===== src/rtl/fb_pkg.sv =====
`default_nettype none
// ============================================================================
// Module   : fb_pkg
// Purpose  : Shared constants, types and address packing for the frame-buffer
//            port scheduler.
// Revision : 1.0 - initial release
// ============================================================================
package fb_pkg;

  localparam int PIX_W     = 12;
  localparam int FB_W_LOG2 = 8;
  localparam int FB_H      = 192;
  localparam int FB_ADDR_W = FB_W_LOG2 + 8;

  typedef enum logic [1:0] {
    OWN_NONE    = 2'd0,
    OWN_DISPLAY = 2'd1,
    OWN_CLEAR   = 2'd2,
    OWN_WRITER  = 2'd3
  } owner_t;

  typedef enum logic [0:0] {
    CLR_IDLE  = 1'b0,
    CLR_SWEEP = 1'b1
  } clr_state_t;

  // Row-major frame-buffer address of quarter-resolution pixel (x, y).
  function automatic logic [FB_ADDR_W-1:0] pack_addr(input logic [7:0] x,
                                                     input logic [7:0] y);
    return (FB_ADDR_W'(y) << FB_W_LOG2) | FB_ADDR_W'(x);
  endfunction

endpackage
`default_nettype wire


===== src/rtl/fb_blank_delay.sv =====
`default_nettype none
// ============================================================================
// Module   : fb_blank_delay
// Purpose  : DEPTH-stage shift register carrying blank; resets to blanked.
// Revision : 1.0 - initial release
// ============================================================================
module fb_blank_delay #(
  parameter int DEPTH = 3
) (
  input  logic clk,
  input  logic rst,
  input  logic i_blank,
  output logic o_blank
);

  logic [DEPTH-1:0] r_shift;

  generate
    if (DEPTH == 1) begin : g_single
      always_ff @(posedge clk) begin
        if (rst) r_shift <= '1;
        else     r_shift <= i_blank;
      end
    end else begin : g_multi
      always_ff @(posedge clk) begin
        if (rst) r_shift <= '1;
        else     r_shift <= {r_shift[DEPTH-2:0], i_blank};
      end
    end
  endgenerate

  assign o_blank = r_shift[DEPTH-1];

endmodule
`default_nettype wire


===== src/rtl/fb_port_scheduler.sv =====
`default_nettype none
// ============================================================================
// Module   : fb_port_scheduler
// Purpose  : Time-shares one single-port frame-buffer RAM between scan-out,
//            a frame-clear sweep and a valid/ready pixel writer.
// Revision : 1.0 - initial release
// ============================================================================
module fb_port_scheduler #(
  parameter int PIX_W        = fb_pkg::PIX_W,
  parameter int READ_LATENCY = 2,
  parameter int FB_W_LOG2    = fb_pkg::FB_W_LOG2,
  parameter int FB_H         = fb_pkg::FB_H,
  parameter int ADDR_W       = FB_W_LOG2 + 8
) (
  input  logic              vclock,
  input  logic              reset,
  input  logic [10:0]       hcount,
  input  logic [9:0]        vcount,
  input  logic              blank,
  input  logic              clear_req,
  input  logic [PIX_W-1:0]  clear_value,
  output logic              clear_busy,
  output logic              clear_done,
  input  logic              wr_valid,
  input  logic [ADDR_W-1:0] wr_addr,
  input  logic [PIX_W-1:0]  wr_data,
  output logic              wr_ready,
  output logic [ADDR_W-1:0] mem_addr,
  output logic              mem_we,
  output logic [PIX_W-1:0]  mem_wdata,
  input  logic [PIX_W-1:0]  mem_rdata,
  output logic [PIX_W-1:0]  pixel_out
);

  import fb_pkg::*;

  localparam int                c_lat       = READ_LATENCY + 2;
  localparam logic [ADDR_W-1:0] c_last_addr = ADDR_W'(FB_H * (2 ** FB_W_LOG2) - 1);

  owner_t            w_owner;
  clr_state_t        r_clr_state;
  logic [ADDR_W-1:0] r_clr_cnt;
  logic [PIX_W-1:0]  r_clr_value;
  logic [ADDR_W-1:0] w_disp_addr;
  logic              w_blank_dly;
  logic              w_unused;

  assign w_disp_addr = ADDR_W'(pack_addr(hcount[9:2], vcount[9:2]));
  assign w_unused    = ^{hcount[10], hcount[1:0], vcount[1:0]};

  always_comb begin
    w_owner = OWN_NONE;
    if (!blank)          w_owner = OWN_DISPLAY;
    else if (clear_busy) w_owner = OWN_CLEAR;
    else if (wr_valid)   w_owner = OWN_WRITER;
  end

  assign wr_ready = blank & ~clear_busy & ~reset;

  always_ff @(posedge vclock) begin
    if (reset) begin
      mem_addr  <= '0;
      mem_we    <= 1'b0;
      mem_wdata <= '0;
    end else begin
      mem_we <= 1'b0;
      case (w_owner)
        OWN_DISPLAY: mem_addr <= w_disp_addr;
        OWN_CLEAR: begin
          mem_addr  <= r_clr_cnt;
          mem_we    <= 1'b1;
          mem_wdata <= r_clr_value;
        end
        OWN_WRITER: begin
          mem_addr  <= wr_addr;
          mem_we    <= 1'b1;
          mem_wdata <= wr_data;
        end
        default: ;
      endcase
    end
  end

  // A restart takes precedence over finishing, so no done pulse accompanies it.
  always_ff @(posedge vclock) begin
    if (reset) begin
      r_clr_state <= CLR_IDLE;
      r_clr_cnt   <= '0;
      r_clr_value <= '0;
      clear_busy  <= 1'b0;
      clear_done  <= 1'b0;
    end else begin
      clear_done <= 1'b0;
      case (r_clr_state)
        CLR_IDLE: begin
          if (clear_req) begin
            r_clr_state <= CLR_SWEEP;
            r_clr_cnt   <= '0;
            r_clr_value <= clear_value;
            clear_busy  <= 1'b1;
          end
        end
        CLR_SWEEP: begin
          if (clear_req) begin
            r_clr_cnt   <= '0;
            r_clr_value <= clear_value;
          end else if (w_owner == OWN_CLEAR) begin
            if (r_clr_cnt == c_last_addr) begin
              r_clr_state <= CLR_IDLE;
              clear_busy  <= 1'b0;
              clear_done  <= 1'b1;
            end else begin
              r_clr_cnt <= r_clr_cnt + 1'b1;
            end
          end
        end
        default: r_clr_state <= CLR_IDLE;
      endcase
    end
  end

  // The pixel_out register supplies the final stage of blank alignment.
  fb_blank_delay #(
    .DEPTH (c_lat - 1)
  ) u_blank_delay (
    .clk     (vclock),
    .rst     (reset),
    .i_blank (blank),
    .o_blank (w_blank_dly)
  );

  always_ff @(posedge vclock) begin
    if (reset)            pixel_out <= '0;
    else if (w_blank_dly) pixel_out <= '0;
    else                  pixel_out <= mem_rdata;
  end

endmodule
`default_nettype wire


===== config.mk =====
export PLATFORM = sky130hd
export DESIGN_NAME = fb_port_scheduler
export DESIGN_NICKNAME = d
export VERILOG_FILES = /design/src/rtl/fb_pkg.sv /design/src/rtl/fb_blank_delay.sv /design/src/rtl/fb_port_scheduler.sv
export SDC_FILE = /design/constraint.sdc
export NUM_CORES = 1
export LEC_CHECK = 0
export ABC_AREA = 1
export CORE_MARGIN = 1.5
export CORE_UTILIZATION = 30
export DETAILED_ROUTE_END_ITERATION = 6
export SETUP_SLACK_MARGIN = 0.02
export SYNTH_ARGS = -nofsm -noshare
export SYNTH_HDL_FRONTEND = slang
export SYNTH_SLANG_ARGS = --single-unit

===== constraint.sdc =====
create_clock -name vclock -period 2.4 [get_ports vclock]
set_clock_uncertainty 0.15 [all_clocks]
set_input_delay 0.48 -clock vclock [delete_from_list [all_inputs] [get_ports vclock]]
set_output_delay 0.48 -clock vclock [all_outputs]
set_load 0.005 [all_outputs]

# Yosys cells after proc, flatten, opt, wreduce, memory -nomap -nowiden
# Index checks and enable logic that the tools add are counted.
word_totals:
  mem_bits_rw: 0
  elab_cells: 58
  rom_bits: 0
  latch_bits: 0
  regBits: 75
  mem_count: 0
  inputBits: 78
  out_inout_bits: 44
classes:
  n_addsub: 1
  magnitude_cmp: 0
  div_mod_pow: 0
  n_reduce_logical: 7
  muxes: 23
  multipliers: 0
  n_bitwise: 7
  eq_ne: 10
  n_shift: 0
ops:
  columns: ["op", "n"]
  rows:
  - ["$mux 16", 4]
  - ["$pmux 16 s3", 1]
  - ["$pmux 16 s2", 1]
  - ["$pmux 12 s2", 1]
  - ["$add 16x1->16 const B", 1]
  - ["$eq 16x16->1 const B", 1]
  - ["$or 16x8->16", 1]
  - ["$mux 12", 1]
  - ["$mux 1", 10]
  - ["$mux 2", 3]
  - ["$eq 2x2->1 const B", 2]
  - ["$ne 2x1->1 const B", 2]
  - ["$ne 2x2->1 const B", 2]
  - ["$not 1->1", 4]
  - ["$pmux 1 s2", 2]
  - ["$reduce_and 4->1", 1]
  - ["$reduce_or 2->1", 2]
  - ["$reduce_or 4->1", 1]
  - ["$ne 3x2->1 const B", 1]
  - ["$ne 3x3->1 const B", 1]
  - ["$reduce_and 3->1", 1]
  - ["$reduce_bool 3->1", 1]
  - ["$and 1x1->1", 2]
  - ["$eq 2x1->1 const B", 1]
  - ["$reduce_bool 2->1", 1]

# Logic depth before layout (Yosys ltp)
# Gate-level depths: netlist of the first run.
logic_depth:
  ltp_word: 7
  mapped_depth: 11
  depth_no_buf: 11

# Hierarchy
# A second synthesis of the first run with hierarchy kept.
unflattened:
  cells_unflattened: 530
  hier_area_um2: 3589.7
by_module_without_submodules:
  columns: ["mod", "area_each_um2", "cells_each", "seq_area_each_um2", "n_inst"]
  rows:
  - ["fb_port_scheduler", 3500.9, 520, 1441.4, 1]
  - ["fb_blank_delay", 88.8, 10, 60.1, 1]

# Worst setup path before layout of the first run
# OpenSTA, ideal clock, no wires.
synth_path:
  path_type: "input port to flip-flop"
  from: "input clear_req"
  to: "register r_clr_cnt[12]"
  t_required_ns: 2.141
  setup_time_ns: 0.109
  n_path_buf: 2
  slack_ns: 0.480
  cell_stages: 9
  arrival_ns: 1.661
  cell_sequence: "inv_1 -> buf_1 -> ha_1 -> nand2_2 -> buf_4 -> nand4_1 -> nand2_1 -> nand2_1 -> inv_1"
synth_via:
  elab_chain_cells: 2
  word_cells_on_any_way: 6
  classes_between: "eq/ne (3); mux (2); reduce/logical (1)"
synth_lines:
  columns: ["element", "line", "text"]
  rows:
  - ["start, declared", "fb_port_scheduler.sv:20", "input logic clear_req,"]
  - ["$ne 3x3->1 (no line), or another cell as far along", null, null]
  - ["$reduce_and 3->1 (no line) / $pmux 16 s2 (equally long branches)", null, null]
  - ["end signal, assigned", "fb_port_scheduler.sv:113", "r_clr_cnt <= r_clr_cnt + 1'b1;"]
  - ["end, declared", "fb_port_scheduler.sv:42", "logic [ADDR_W-1:0] r_clr_cnt;"]
# Parallel ways exist; a longest one is shown, timed or not.
# A chain may end at the register's enable or synchronous reset.

# Worst setup path in the final report of the first run
layout_path:
  from: "input blank"
  to: "output wr_ready"
layout_via:
  elab_chain_cells: 2
layout_lines:
  columns: ["element", "line", "text"]
  rows:
  - ["start, declared", "fb_port_scheduler.sv:19", "input logic blank,"]
  - ["$and 1x1->1 (2 in series)", "fb_port_scheduler.sv:58", "assign wr_ready = blank & ~clear_busy & ~reset;"]
  - ["end, declared", "fb_port_scheduler.sv:27", "output logic wr_ready,"]
# No other way between the ends.

==> results.json, run 1 <==
{
  "outcome": "completed",
  "cts_tree": "yes",
  "worstHoldPathType": "reg -> reg",
  "synth_mux_area_frac": 0,
  "io_pins": 122,
  "cts.reportedPaths.clkPinSlew_ns": 0.06,
  "min_path_cells": 1,
  "min_period_ns": 2.34,
  "drv_cap": 0,
  "post_cts_resized": 0,
  "start_util": 0.305,
  "r2r_end": "r_clr_cnt[10]$_SDFFE_PP0P_",
  "via_per_inst": 4.67,
  "grt_overflow": 0,
  "layout-drive-gt1-share": 0.0927,
  "fin_crit_sh": 0.976,
  "synth_top_area_frac": 0.435,
  "yosysMostFrequentCell": "nand2_1",
  "ys_types": 29,
  "ys_ff_latch": 75,
  "cp_data_arrival_time_ns": 1.71,
  "grt_pass1_wl_um": 16500,
  "worstPathCellList": "clkdlybuf4s50_1 -> inv_1 -> nor3_1 -> clkdlybuf4s50_1",
  "timing.fmax_mhz": 427,
  "drt_wl_total_um": 10200,
  "dr.pass1.iters": 6,
  "cp-start-kind": "input pin",
  "grt_max_degree": 30,
  "syn_area_um2": 3450,
  "port_buffers": 116,
  "num-nets-final": 702,
  "r2r_start": "r_clr_cnt[0]$_SDFFE_PP0P_",
  "cts.path.max_buffers": 2,
  "critPathMaxFanout": 2,
  "finalSetupViolCount": 0,
  "drt-initial-drc-count": 170,
  "antenna_cells": 0,
  "relSlewSlack": 0.723,
  "ys_top_cells_by_count": "nand2_1, dfxtp_1, nor2_1, inv_1, o21ai_0",
  "cts_made_buffers": 9,
  "fin_ws_ns": 0.0578,
  "synth-compound-area-share": 0.131,
  "rows": 39,
  "synth_area_per_cell_um2": 6.95,
  "worstSetupPathType": "in -> out",
  "cts.sinks": 75,
  "hold-path-endpoint": "u_blank_delay.r_shift[2]$_SDFF_PP1_",
  "critPathSlowestCell": "clkdlybuf4s50_1",
  "synthAdderAreaFrac": 0.0109,
  "crit_path_start": "blank",
  "globalplace.congestion": 0.866,
  "whs_ns": 0.259,
  "rr_worst_depth": 10,
  "synthSimpleGateAreaFrac": 0.325,
  "hold_buffers": 0,
  "ys_seq_area_frac": 0.435,
  "syn_to_final_growth_pct": 49.0,
  "synth_top_cells_by_area": "dfxtp_1, nand2_1, nor2_1, inv_1, o21ai_0",
  "worstPathRequired_ns": 1.77,
  "post_cts_buffers": 0,
  "pre_cts_slack_ns": 0.0709,
  "synthArstFlopShare": 0,
  "worstSkewPairLatency_ns": 0.33,
  "place_hpwl_um": 7620,
  "grt_pass1_vias": 3423,
  "min_from": "u_blank_delay.r_shift[1]$_SDFF_PP1_",
  "wl_per_cell_um": 13.3,
  "leakagePower_nw": 2.13,
  "grtUsageTotal": 0.175,
  "synth_ff_type": "dfxtp_1",
  "synth_top_family_by_area": "simple AND/OR/NAND/NOR gates",
  "htree_levels": 3,
  "drc_errors": 0,
  "crit_path_frequent_cell": "clkdlybuf4s50_1",
  "power_density_nw_per_um2": 629,
  "yosys.area.top_type": "dfxtp_1",
  "report.final.slew_viol_count": 0,
  "worst_slew_pin_slew_ns": 0.413,
  "ys_warn_count": 0,
  "syn_nets": 578,
  "synth-edff-count": 0,
  "clockRootBuffer": "clkbuf_16",
  "hold_viol_final": 0,
  "core_area_um2": 11300,
  "n_fill_cell": 1168,
  "finalSetupTns_ns": 0,
  "critPathCaptureType": "primary output",
  "vias": 3595,
  "antenna_found_initial": 0,
  "die_h_um": 110,
  "peakVddDrop_mv": 0.385,
  "yosys.area_share.xor_xnor": 0,
  "synthCells": 497,
  "rrSetupSlack_ns": 0.56,
  "rsz0062_at_grt": "no",
  "dieWidth_um": 110,
  "critPathMaxStageDelay_ns": 0.53,
  "final_antenna_net_count": 0,
  "dieArea_um2": 12200
}
sequential cells by signal, indices dropped and copies added, names as in the netlist:
signal and flops:
u_blank_delay.r_shift 3, clear_done 1, mem_we 1, r_clr_value 12, clear_busy 1, pixel_out 12, r_clr_cnt 16, mem_wdata 12
mem_addr 16, r_clr_state 1
worst max-delay path by stage:
stage / end / cells past startpoint
after floorplan: r_clr_cnt[12]$_SDFFE_PP0P_ / 9
after global placement: wr_ready / 4
after detailed placement: wr_ready / 4
after CTS: wr_ready / 4
after global routing: wr_ready / 4
final: wr_ready / 4
through the flow:
step	power, mW	cells	cell area, um^2	utilization
final	3.24	769	5150	0.455
after global routing	3.38	769	5150	0.455
after CTS	3.26	769	5150	0.455
after detailed placement	1.87	753	4840	0.428
after global placement	1.86	753	4840	0.428
after floorplan	1.58	497	3450	-
routing by layer:
metal  track usage  vias up  part of all wire
met4        0.0568        0             0.012
met1         0.228     1604              0.47
li1              -     1841                 -
met5             0        -                 0
met2         0.291      139              0.44
met3        0.0306       11             0.071
cell usage in the layout (no fill, tap or decap):
master,instances
nand2_2,6
a31o_2,1
nand3_4,2
clkinv_2,1
inv_6,4
ha_1,3
nand3_1,14
nand4_1,15
a41oi_1,16
buf_12,1
dfxtp_1,75
o21ai_1,1
inv_8,1
nor2_2,2
or2_2,3
nor3_1,1
bufinv_16,1
buf_4,20
nor2_4,2
a21oi_1,2
inv_1,54
inv_2,3
a31oi_1,12
a21oi_2,2
nor2_1,70
nor3b_1,1
clkbuf_16,9
o21ai_0,38
o21a_1,1
clkdlybuf4s50_1,116
nand2_1,149
critical path: cells and delay by family:
family | cells | cell delay [ns]
simple gates | 1 | 0.14
buf+inv | 3 | 1.10
power breakdown:
group | internal [mW] | switching, mW | leakage (nW)
Sequential | 1.31 | 0.0433 | 0.616
Clock | 0.826 | 0.569 | 0.153
Combinational | 0.273 | 0.213 | 1.36
final cells by class:
class / instances / area (um^2) / share of cell area
Tap cell: 143 / 179 / 0.0348
Sequential cell: 75 / 1500 / 0.292
Clock inverter: 7 / 81.3 / 0.0158
Clock buffer: 9 / 225 / 0.0437
Inverter: 57 / 214 / 0.0416
Timing Repair Buffer: 137 / 1330 / 0.259
Multi-Input combinational cell: 341 / 1620 / 0.314
cells by family (layout without fill, tap and decap cells):
logic type      after synthesis  after routing
fa+ha+maj                     3              3
buf+inv                      81            210
compound gates               73             73
simple gates                265            265
flops                        75             75
No activity file was read; power rests on OpenSTA's default activity.
==> run 2: changes to the inputs <==
==> constraint.sdc (replaced) <==
create_clock -name vclock -period 2.7 [get_ports vclock]
set_clock_uncertainty 0.15 [all_clocks]
set_input_delay 0.54 -clock vclock [delete_from_list [all_inputs] [get_ports vclock]]
set_output_delay 0.54 -clock vclock [all_outputs]
set_load 0.005 [all_outputs]
==> run 2 against run 1 <==
  * Clock-buffer cell count unchanged
  * Power decreased by 14%
  * Core utilization decreased by 0.71 points
  * Critical path depth unchanged
  * Critical endpoint unchanged
  * Largest cell class unchanged
==> results.json, run 2 (same netlist as run 1, synthesis figures left out) <==
{
  "worstSetupPathType": "in -> out",
  "globalplace.congestion": 0.879,
  "dr.pass1.iters": 4,
  "peakVddDrop_mv": 0.343,
  "place_hpwl_um": 7340,
  "n_fill_cell": 1148,
  "hold_viol_final": 0,
  "antenna_cells": 0,
  "fin_crit_sh": 0.918,
  "outcome": "completed",
  "crit_path_frequent_cell": "clkdlybuf4s50_1",
  "rsz0062_at_grt": "no",
  "report.final.slew_viol_count": 0,
  "wl_per_cell_um": 13.2,
  "grt_overflow": 0,
  "finalSetupViolCount": 0,
  "stdcell_count": 762,
  "dieWidth_um": 110,
  "grt_pass1_vias": 3450,
  "critPathMaxFanout": 3,
  "leakagePower_nw": 2.08,
  "post_cts_resized": 0,
  "grt_max_degree": 33,
  "drt_wl_total_um": 10100,
  "critPathCaptureType": "primary output",
  "power_density_nw_per_um2": 552,
  "cts.sinks": 75,
  "drc_errors": 0,
  "core_area_um2": 11300,
  "port_buffers": 116,
  "start_util": 0.305,
  "die_h_um": 110,
  "clkPwrFrac": 0.420,
  "cts.reportedPaths.clkPinSlew_ns": 0.06,
  "fin_total_pwr_mw": 2.80,
  "hold_buffers": 0,
  "rrSetupSlack_ns": 0.76,
  "critPathMaxStageDelay_ns": 0.53,
  "drv_cap": 0,
  "most-common-layout-cells": "nand2_1, clkdlybuf4s50_1, dfxtp_1",
  "dp.cells": 746,
  "grt_pass1_wl_um": 16200,
  "worstHoldPathType": "reg -> reg",
  "syn_to_final_growth_pct": 46.7,
  "final_common_cell": "nand2_1",
  "cts_made_buffers": 9,
  "sequentialPowerShare": 0.430,
  "p_int_mw": 2.05,
  "drt-initial-drc-count": 197,
  "post_cts_buffers": 0,
  "dieArea_um2": 12200,
  "comb_power_share": 0.150,
  "cts.path.max_buffers": 2,
  "io_pins": 122,
  "final_antenna_net_count": 0,
  "cp_data_arrival_time_ns": 1.79,
  "worstPathRequired_ns": 2.01,
  "cp-start-kind": "input pin",
  "p_switching_uw": 751,
  "cts_tree": "yes",
  "grtUsageTotal": 0.171,
  "num-nets-final": 695,
  "antenna_found_initial": 0,
  "finalSetupTns_ns": 0,
  "switching_share": 0.268,
  "worstSkewPairLatency_ns": 0.33,
  "vias": 3542,
  "layout-drive-gt1-share": 0.0824,
  "via_per_inst": 4.65,
  "reg.largest.list": "mem_addr (16), r_clr_cnt (16)",
  "timing.fmax_mhz": 403,
  "clockRootBuffer": "clkbuf_16",
  "worstPathCellList": "clkdlybuf4s50_1 -> inv_1 -> nor3_1 -> clkdlybuf4s50_1",
  "critPathSlowestCell": "clkdlybuf4s50_1",
  "htree_levels": 3,
  "min_period_ns": 2.48,
  "worst_slew_pin_slew_ns": 0.380,
  "relSlewSlack": 0.746,
  "rows": 39
}
==> run 2: changes by cell type in the layout (fill, tap and decap cells not counted), sizes merged <==
cell | before | now
buf | 21 | 14
bufinv | 1 | 0
clkinv | 1 | 0
clkinvlp | 0 | 2
==> run 2: critical path: cells and delay by family <==
family                 cells  cell delay (ns)
AND/OR/NAND/NOR            1             0.13
buffers and inverters      3             1.12
==> run 2: stage by stage <==
| stage | util | setup slack [ns] | hold WS, ns | cell area, um^2 |
|---|---|---|---|---|
| floorplan | - | 0.720 | 0.239 | 3450 |
| global placement | 0.422 | 0.229 | 0.247 | 4780 |
| detailed placement | 0.422 | 0.230 | 0.248 | 4780 |
| CTS | 0.448 | 0.223 | 0.263 | 5070 |
| global route | 0.448 | 0.179 | 0.267 | 5070 |
| finish | 0.448 | 0.221 | 0.261 | 5070 |
==> run 2: worst paths after layout <==
check	start	depth (start not counted)	end
max	blank	4	wr_ready
min	u_blank_delay.r_shift[1]$_SDFF_PP1_	1	u_blank_delay.r_shift[2]$_SDFF_PP1_
max reg2reg	r_clr_cnt[0]$_SDFFE_PP0P_	9	r_clr_cnt[12]$_SDFFE_PP0P_
min reg2reg	u_blank_delay.r_shift[1]$_SDFF_PP1_	1	u_blank_delay.r_shift[2]$_SDFF_PP1_
==> run 2: per-layer routing <==
metal | vias to the layer above | routed length [um] | global-route usage | share of wire
met4 | 0 | 157 | 0.0604 | 0.016
li1 | 1831 | - | - | -
met1 | 1572 | 4790 | 0.223 | 0.48
met5 | - | 0 | 0 | 0
met3 | 14 | 787 | 0.0312 | 0.078
met2 | 125 | 4350 | 0.284 | 0.43
==> run 2: cell type report <==
| cell class | count | area, um^2 | area share |
|---|---|---|---|
| well taps | 143 | 179 | 0.0353 |
| clock buffers | 9 | 225 | 0.0444 |
| inverters | 57 | 214 | 0.0422 |
| clock inverters | 7 | 66.3 | 0.0131 |
| flip-flops and latches | 75 | 1500 | 0.296 |
| multi-input cells | 341 | 1620 | 0.319 |
| repair buffers | 130 | 1270 | 0.250 |
==> run 2: power groups by stage <==
| stage | logic [mW] | clock network [mW] | registers [mW] |
|---|---|---|---|
| final | 0.420 | 1.17 | 1.20 |
| after global routing | 0.466 | 1.25 | 1.21 |
| after CTS | 0.423 | 1.20 | 1.20 |
| after detailed placement | 0.420 | 0 | 1.23 |
| after global placement | 0.415 | 0 | 1.23 |
| after floorplan | 0.181 | 0 | 1.22 |
